[src/rtl/elevator_scan_ctrl.sv]
// SCAN-order elevator controller for NUM_FLOORS floors with timed travel and door phases.
// Requests are OR-latched until served; emergency stop freezes the car but keeps requests.
//
// state        | meaning
// -------------+-------------------------------------------------------------
// S_IDLE       | car parked, motor halted, choosing the next action
// S_MOVE_UP    | travelling towards a higher floor
// S_MOVE_DOWN  | travelling towards a lower floor
// S_DOOR       | door open at current_floor for DOOR_CYCLES cycles
// S_EMERGENCY  | car frozen until emergency_stop is released
module elevator_scan_ctrl #(
    parameter int NUM_FLOORS    = 8,
    parameter int FLOOR_W       = $clog2(NUM_FLOORS),
    parameter int TRAVEL_CYCLES = 4,
    parameter int DOOR_CYCLES   = 3
) (
    input  logic                  clk,
    input  logic                  reset,
    input  logic [NUM_FLOORS-1:0] floor_req,
    input  logic                  emergency_stop,
    output logic                  move_up,
    output logic                  move_down,
    output logic                  motor_stop,
    output logic                  door_open,
    output logic [FLOOR_W-1:0]    current_floor,
    output logic [NUM_FLOORS-1:0] pending_req,
    output logic                  direction
);

    localparam int TC_W = (TRAVEL_CYCLES > 1) ? $clog2(TRAVEL_CYCLES) : 1;
    localparam int DC_W = (DOOR_CYCLES > 1) ? $clog2(DOOR_CYCLES) : 1;
    localparam logic [TC_W-1:0]    TRAVEL_LAST = TC_W'(TRAVEL_CYCLES - 1);
    localparam logic [DC_W-1:0]    DOOR_LAST   = DC_W'(DOOR_CYCLES - 1);
    localparam logic [FLOOR_W-1:0] TOP_FLOOR   = FLOOR_W'(NUM_FLOORS - 1);

    typedef enum logic [2:0] {
        S_IDLE,
        S_MOVE_UP,
        S_MOVE_DOWN,
        S_DOOR,
        S_EMERGENCY
    } state_t;

    state_t                  state, state_nxt;
    logic [FLOOR_W-1:0]      floor_nxt;
    logic                    dir_nxt;
    logic [TC_W-1:0]         travel_cnt, travel_nxt;
    logic [DC_W-1:0]         door_cnt, door_nxt;
    logic [NUM_FLOORS-1:0]   pending_nxt;

    logic [FLOOR_W-1:0]      floor_up, floor_dn;
    logic                    above_cur, below_cur, above_up, below_dn;
    logic                    at_top, at_bottom;

    function automatic logic any_above(input logic [NUM_FLOORS-1:0] req,
                                       input logic [FLOOR_W-1:0] floor);
        any_above = 1'b0;
        for (int i = 0; i < NUM_FLOORS; i++) begin
            if (req[i] && (i > int'(floor))) any_above = 1'b1;
        end
    endfunction

    function automatic logic any_below(input logic [NUM_FLOORS-1:0] req,
                                       input logic [FLOOR_W-1:0] floor);
        any_below = 1'b0;
        for (int i = 0; i < NUM_FLOORS; i++) begin
            if (req[i] && (i < int'(floor))) any_below = 1'b1;
        end
    endfunction

    // Neighbour floors wrap at the ends; at_top/at_bottom keep them from being used there.
    assign floor_up  = current_floor + FLOOR_W'(1);
    assign floor_dn  = current_floor - FLOOR_W'(1);
    assign at_top    = (current_floor == TOP_FLOOR);
    assign at_bottom = (current_floor == '0);
    assign above_cur = any_above(pending_req, current_floor);
    assign below_cur = any_below(pending_req, current_floor);
    assign above_up  = any_above(pending_req, floor_up);
    assign below_dn  = any_below(pending_req, floor_dn);

    always_comb begin
        state_nxt  = state;
        floor_nxt  = current_floor;
        dir_nxt    = direction;
        travel_nxt = travel_cnt;
        door_nxt   = door_cnt;

        if (emergency_stop) begin
            state_nxt  = S_EMERGENCY;
            travel_nxt = '0;
            door_nxt   = '0;
        end else begin
            case (state)
                S_IDLE: begin
                    if (pending_req[current_floor]) begin
                        state_nxt = S_DOOR;
                    end else if (above_cur && (direction || !below_cur)) begin
                        state_nxt = S_MOVE_UP;
                        dir_nxt   = 1'b1;
                    end else if (below_cur) begin
                        state_nxt = S_MOVE_DOWN;
                        dir_nxt   = 1'b0;
                    end
                end
                S_MOVE_UP: begin
                    if (travel_cnt == TRAVEL_LAST) begin
                        travel_nxt = '0;
                        if (at_top) begin
                            state_nxt = S_IDLE;
                        end else begin
                            floor_nxt = floor_up;
                            if (pending_req[floor_up]) state_nxt = S_DOOR;
                            else if (!above_up)        state_nxt = S_IDLE;
                        end
                    end else begin
                        travel_nxt = travel_cnt + TC_W'(1);
                    end
                end
                S_MOVE_DOWN: begin
                    if (travel_cnt == TRAVEL_LAST) begin
                        travel_nxt = '0;
                        if (at_bottom) begin
                            state_nxt = S_IDLE;
                        end else begin
                            floor_nxt = floor_dn;
                            if (pending_req[floor_dn]) state_nxt = S_DOOR;
                            else if (!below_dn)        state_nxt = S_IDLE;
                        end
                    end else begin
                        travel_nxt = travel_cnt + TC_W'(1);
                    end
                end
                S_DOOR: begin
                    if (door_cnt == DOOR_LAST) begin
                        door_nxt  = '0;
                        state_nxt = S_IDLE;
                    end else begin
                        door_nxt = door_cnt + DC_W'(1);
                    end
                end
                S_EMERGENCY: state_nxt = S_IDLE;
                default:     state_nxt = S_IDLE;
            endcase
        end

        // The floor being served swallows its own request while the door is (about to be) open.
        pending_nxt = pending_req | floor_req;
        if (state == S_DOOR)     pending_nxt[current_floor] = 1'b0;
        if (state_nxt == S_DOOR) pending_nxt[floor_nxt]     = 1'b0;
    end

    always_ff @(posedge clk) begin
        if (reset) begin
            state         <= S_IDLE;
            current_floor <= '0;
            pending_req   <= '0;
            direction     <= 1'b1;
            travel_cnt    <= '0;
            door_cnt      <= '0;
        end else begin
            state         <= state_nxt;
            current_floor <= floor_nxt;
            pending_req   <= pending_nxt;
            direction     <= dir_nxt;
            travel_cnt    <= travel_nxt;
            door_cnt      <= door_nxt;
        end
    end

    always_comb begin
        move_up    = (state == S_MOVE_UP);
        move_down  = (state == S_MOVE_DOWN);
        motor_stop = !((state == S_MOVE_UP) || (state == S_MOVE_DOWN));
        door_open  = (state == S_DOOR);
    end

endmodule

[config.mk]
export PLATFORM = sky130hd
export DESIGN_NAME = elevator_scan_ctrl
export DESIGN_NICKNAME = d
export VERILOG_FILES = /design/src/rtl/elevator_scan_ctrl.sv
export SDC_FILE = /design/constraint.sdc
export NUM_CORES = 1
export LEC_CHECK = 0
export BUFFER_PORTS_ARGS = -buffer_cell sky130_fd_sc_hd__buf_2
export CORE_ASPECT_RATIO = 0.9
export CORE_UTILIZATION = 47
export CTS_CLUSTER_SIZE = 12
export DETAILED_ROUTE_END_ITERATION = 10
export PLACE_DENSITY = 0.78
export SYNTH_ARGS = -nofsm -noshare
export SYNTH_HDL_FRONTEND = slang
export SYNTH_SLANG_ARGS = --single-unit
[constraint.sdc]
create_clock -name clk -period 7 [get_ports clk]
set_input_delay 1.05 -clock clk [delete_from_list [all_inputs] [get_ports clk]]
set_output_delay 1.05 -clock clk [all_outputs]
set_load 0.1 [all_outputs]
Yosys cells after proc, flatten, opt, wreduce, memory -nomap -nowiden
Index checks and enable logic that the tools add are counted.
Cells by class
  add/sub/neg operators: 4
  $mul: 0
  divide/modulo/power cells: 0
  order comparisons: 34
  eq/ne operators: 7
  shift-type cells: 0
  mux-type cells: 64
  bitwise operators: 7
  reductions and logical operators: 41
Operators with widths (count)
  3-bit 2-to-1 mux: 18
  1-bit 2-to-1 mux: 35
  1-bit logical AND: 31
  3-bit > comparator, first input constant: 8
  3-bit less-than comparator, first input constant: 6
  8-bit bitwise AND: 2
  3-bit by 4-bit less-than comparator with 1-bit output, second input constant: 4
  8-bit 2-to-1 mux: 2
  8-bit NOT: 2
  2-bit by 3-bit > comparator with 1-bit output, first input constant: 4
  1-bit by 3-bit less-than comparator with 1-bit output, first input constant: 4
  2-bit by 3-bit less-than comparator with 1-bit output, first input constant: 4
  3-bit one-hot mux with 4 select lines: 1
  1-bit binary-select mux with 3-bit select: 3
  3-bit by 2-bit == test with 1-bit output, second input constant: 3
  8-bit OR: 1
  1-bit demux with 3-bit select: 2
  3-bit by 1-bit >= comparator with 1-bit output, second input constant: 2
  1-bit by 3-bit > comparator with 1-bit output, first input constant: 2
  3-bit logical NOT: 2
  3-bit one-hot mux with 2 select lines: 1
  2-bit by 1-bit adder with 2-bit output, second input constant: 2
  2-bit == test, second input constant: 2
  2-bit 2-to-1 mux: 2
  other kinds (10): 14
Storage, ports and cells
  bits in registers: 19
  bits in latches: 0
  RAM bits: 0
  memory bits (read-only): 0
  bits of input ports: 11
  output and inout port bits: 16
  word-level logic and storage cells: 163
  memories: 0

Depth between registers and ports, before layout
  depth in word-level cells: 18
  mapped depth: 12

Least setup slack after synthesis
Ideal clock, no wire load.
  path type: register to register
  from: register state[0]
  to: register pending_req[6]
  arrival: 4238 ps
  required time: 6880 ps
  path slack: 2642 ps
  cell stages (with the launch flop): 9
  path buffers: 1
  period minus slack after synthesis: 4358 ps
  path through: dfxtp_1 > clkbuf_1 > nor3b_1 > inv_1 > o32ai_1 > a21oi_1 > nand2_1 > or4b_1 > o31a_1
Between the ends
  longest elaborated chain between the ends: 10
  elaborated cells between the ends (all ways): 30
  classes of those cells: order compare: 2; eq/ne: 4; mux: 20; bitwise: 2; reduce/logical: 2
RTL lines
  from (decl): RTL line 44  | state_t state, state_nxt;
  from (signal assigned): RTL line 161  | state <= state_nxt;
  3-bit by 2-bit == test with 1-bit output (*)
  via move_down: RTL line 22  | output logic move_down,
  3-bit one-hot mux with 2 select lines: RTL line 93  | case (state)
  3-bit 2-to-1 mux: RTL line 88  | if (emergency_stop) begin
  3-bit by 4-bit less-than comparator with 1-bit output (not written as such) or 3-bit by 1-bit >= comparator with 1-bit output (tied branches): RTL line 149  | if (state_nxt == S_DOOR) pending_nxt[floor_nxt] = 1'b0;
  1-bit logical AND (not written as such): RTL line 149
  1-bit 2-to-1 mux (not written as such): RTL line 149
  1-bit demux with 3-bit select: RTL line 149
  8-bit NOT (no source line)
  8-bit bitwise AND (no source line)
  8-bit 2-to-1 mux (*): RTL line 149
  to (signal assigned): RTL line 163  | pending_req <= pending_nxt;
  to (decl): RTL line 26  | output logic [NUM_FLOORS-1:0] pending_req,
Mark *: on every way through the listed nets, which the timed path passes. The rest lies on a longest branch.
A chain may end at the register's enable or synchronous reset.

Worst setup path in the final report
  from: register current_floor[0]
  to: register pending_req[7]
Between the ends
  longest elaborated chain between the ends: 18
  elaborated cells between the ends (all ways): 133
  classes of those cells: add/sub: 2; order compare: 32; eq/ne: 2; mux: 59; bitwise: 4; reduce/logical: 34
RTL lines
  from (decl): RTL line 25  | output logic [FLOOR_W-1:0] current_floor,
  from (signal assigned): RTL line 162  | current_floor <= floor_nxt;
  3-bit by 1-bit subtractor with 3-bit output (tied with other cells): RTL line 73  | assign floor_dn = current_floor - FLOOR_W'(1);
  1-bit by 3-bit less-than comparator with 1-bit output (tied with other cells): RTL line 67  | if (req[i] && (i < int'(floor))) any_below = 1'b1;
  1-bit logical AND (tied with other cells): RTL line 67
  1-bit 2-to-1 mux (on tied branches) (6 in series): RTL line 67, 59
  1-bit 2-to-1 mux (tied with other cells): RTL line 67
  3-bit 2-to-1 mux (tied with other cells): RTL line 127  | else if (!below_dn) state_nxt = S_IDLE;
  3-bit 2-to-1 mux (tied with other cells): RTL line 126  | if (pending_req[floor_dn]) state_nxt = S_DOOR;
  3-bit 2-to-1 mux (on tied branches): RTL line 122, 108, 97
  3-bit 2-to-1 mux (on tied branches): RTL line 120, 106, 95
  3-bit one-hot mux with 4 select lines: RTL line 93
  3-bit 2-to-1 mux: RTL line 88
  3-bit by 2-bit == test with 1-bit output: RTL line 149
  8-bit 2-to-1 mux (*): RTL line 149
Every way passes the cells marked *; elsewhere a longest branch is shown, timed or not. The select of a mux whose other input is x is not followed.

==> flow_metrics.py <==
metrics = {
    "status": {
        "status": "complete, no violations",
    },
    "sta": {
        "skew_ns": 0.00492,
        "rsz0062_at_grt": "false",
        "max_freq_mhz": 262,
        "final_max_slew_viol_count": 0,
        "worst_slack_ns": 3.18,
        "setup_viol": 0,
        "worst_slew_pin_slew_ns": 0.999,
        "max-slew-margin-rel_pct": 33.2,
        "period_share_pct": 54.5,
        "tns_ns": 0,
        "hold_viol": 0,
        "fin_worst_hold_slack_ns": 0.536,
        "period_needed_ns": 3.82,
    },
    "cts": {
        "cts_resized": 0,
        "cts_tree": "done",
        "clock_latency_ns": 0.26,
        "holdBufCountCts": 0,
        "cts_made_buffers": 3,
        "cts_max_path_buffers": 2,
        "cts_num_sinks": 19,
        "cts-root-buf": "clkbuf_8",
        "htreeDepth": 1,
        "clk_pin_slew_ns": 0.07,
        "cts_setup_buffers": 0,
    },
    "min_path": {
        "hp-class": "flip-flop to flip-flop",
    },
    "layout": {
        "design_area_sq_mm": 0.00182,
        "final_cells": 273,
        "final_core_util_pct": 53.9,
        "final_layout_size_suffix_gt1_share_pct": 16.2,
        "syn2layout_area_growth_pct": 9.31,
        "fin_nets": 250,
        "num_antenna_cells": 0,
    },
    "floorplan": {
        "pin_count": 27,
        "die_x_um": 64.8,
        "dieHeight_um": 58.5,
        "core-area_sq_mm": 0.00338,
        "rows": 20,
        "die_area_sq_mm": 0.00379,
        "start_util_pct": 49.3,
    },
    "yosys": {
        "async_reset_ff_share_pct": 0,
        "synth-edff-count": 0,
        "syn_nets": 235,
        "avgSynthCellArea_sq_um": 7.75,
        "synth-seq-cells": 19,
        "ys_types": 51,
        "synth_warnings": 0,
        "syn_area_sq_mm": 0.00167,
        "synth_top_flop_cell": "dfxtp_1",
        "ys_seq_area_share_pct": 22.8,
        "netlist_instances": 215,
    },
    "setup_path": {
        "critPathMaxFanout": 24,
        "start_kind": "flip-flop",
        "worstSetupPathType": "flip-flop to flip-flop",
        "critical_path_required_ns": 7.20,
        "cp.arrival_ns": 4.02,
        "critPathCaptureType": "flip-flop",
    },
    "place": {
        "gp_congestion": 0.978,
        "dp_hpwl_mm": 3.20,
        "dp_slack_ns": 3.28,
        "portBuffers": 26,
        "dp_cells": 269,
        "dpl_cell_area_sq_mm": 0.00178,
    },
    "drt": {
        "routed.top_layer": "met4",
        "drt-met1-wl_mm": 1.98,
        "vias": 1720,
        "firstDrtPassIters": 4,
        "drt-total-wl_mm": 4.51,
        "post_drt_wl_per_cell_um": 16.5,
        "vias_per_cell": 6.30,
        "ant_nets": 0,
        "routed-wl-met3_um": 414,
        "wl_met2_mm": 2.05,
        "drc": 0,
        "drtIter0Drc": 292,
    },
    "pwr": {
        "p_leak_nw": 0.752,
        "vdd_drop_max_v": 0.000156,
        "power_density_mw_per_mm2": 169,
        "fin_total_pwr_mw": 0.308,
    },
    "global_route": {
        "antenna_found_initial": 0,
        "grt_pass1_vias": 1502,
        "grt.total_usage_pct": 25.6,
        "grt_pass1_wl_mm": 7.51,
        "grt_overflow": 0,
        "grt_max_degree": 25,
    },
    "flow_run": {
        "max_cap_viol_count": 0,
    },
}
synth_stat cells (2+ instances only):
cell,count,area share (%)
nor2_1,23,5.2
a21oi_1,19,5.7
dfxtp_1,19,23
inv_1,16,3.6
nand2_1,14,3.2
clkbuf_1,9,2.0
ha_1,9,6.8
o31a_1,9,4.7
nor3_1,8,2.4
o21ai_0,8,2.4
a211oi_1,6,2.7
buf_2,6,1.8
a311oi_1,5,2.6
nand2b_1,4,1.5
nor2b_1,4,1.5
nor4_1,4,1.5
a21o_1,3,1.4
mux2i_1,3,1.8
mux4_2,3,4.1
nand3_1,3,0.90
a2111oi_0,2,1.1
a2111oi_2,2,1.8
a22oi_1,2,0.90
a31oi_1,2,0.75
nor3b_1,2,0.90
o21a_1,2,0.90
o22ai_1,2,0.75
o32ai_1,2,1.1
xor2_1,2,1.1
power by group:
part	total, mW	switching, mW	internal [mW]
registers	0.129	0.0154	0.113
logic	0.103	0.0723	0.0305
clock network	0.0765	0.0360	0.0405
path summary, 6_finish.rpt:
path	startpoint	depth (start not counted)	to	slack, ns
setup / recovery	current_floor[0]	9	pending_req[7]	3.18
hold / removal	door_cnt[0]	2	door_cnt[0]	0.54
setup reg to reg	current_floor[0]	9	pending_req[7]	3.18
hold reg to reg	door_cnt[0]	2	door_cnt[0]	0.54
area by class of cell:
cell class	instances	area (sq um)
flip-flops and latches	19	380
well taps	44	55.1
repair buffers	26	130
multi-input cells	163	1150
fillers	332	1560
clock buffers	4	45.0
inverters	17	63.8
worst max-delay path, cell delays in order, from the launching register on:
cell and delay [ns]:
dfxtp_1 0.92, ha_1 0.30, inv_1 0.06, ha_1 0.43
nor2b_1 0.08, a2111oi_0 0.44, a211oi_1 0.12, a211o_1 0.30
a2111oi_2 0.85, o31a_1 0.25
layout by cell type (no fill, tap or decap), types with 3 or more instances in the layout:
cell type and instances:
a211oi_1 6, a21o_1 3, a21oi_1 19, a311oi_1 5
buf_2 26, clkbuf_8 3, dfxtp_1 19, ha_1 9
inv_1 16, mux2i_1 3, mux4_2 3, nand2_1 14
nand2b_1 4, nand3_1 3, nor2_1 23, nor2b_1 4
nor3_1 8, nor4_1 4, o21ai_0 8, o31a_1 9
state kept, by name, summed over array words and instances (netlist names):
name	flops
pending_req	8
current_floor	3
state	3
door_cnt	2
travel_cnt	2
direction	1
metal layers:
metal	GRT usage, %	vias up
met5	0	-
li1	-	825
met1	37.1	801
met3	2.52	9
met2	39.1	85
met4	9.52	0
logic make-up after synthesis:
family / share of synthesized area (%)
AND/OR/NAND/NOR: 21.8
AO/OA/AOI/OAI: 29.9
buffers and inverters: 8.33
flip-flops: 22.8
multiplexers: 8.78
adder cells (fa/ha/maj): 6.76
XOR/XNOR: 1.58
Power figures use the tool's default switching activity.
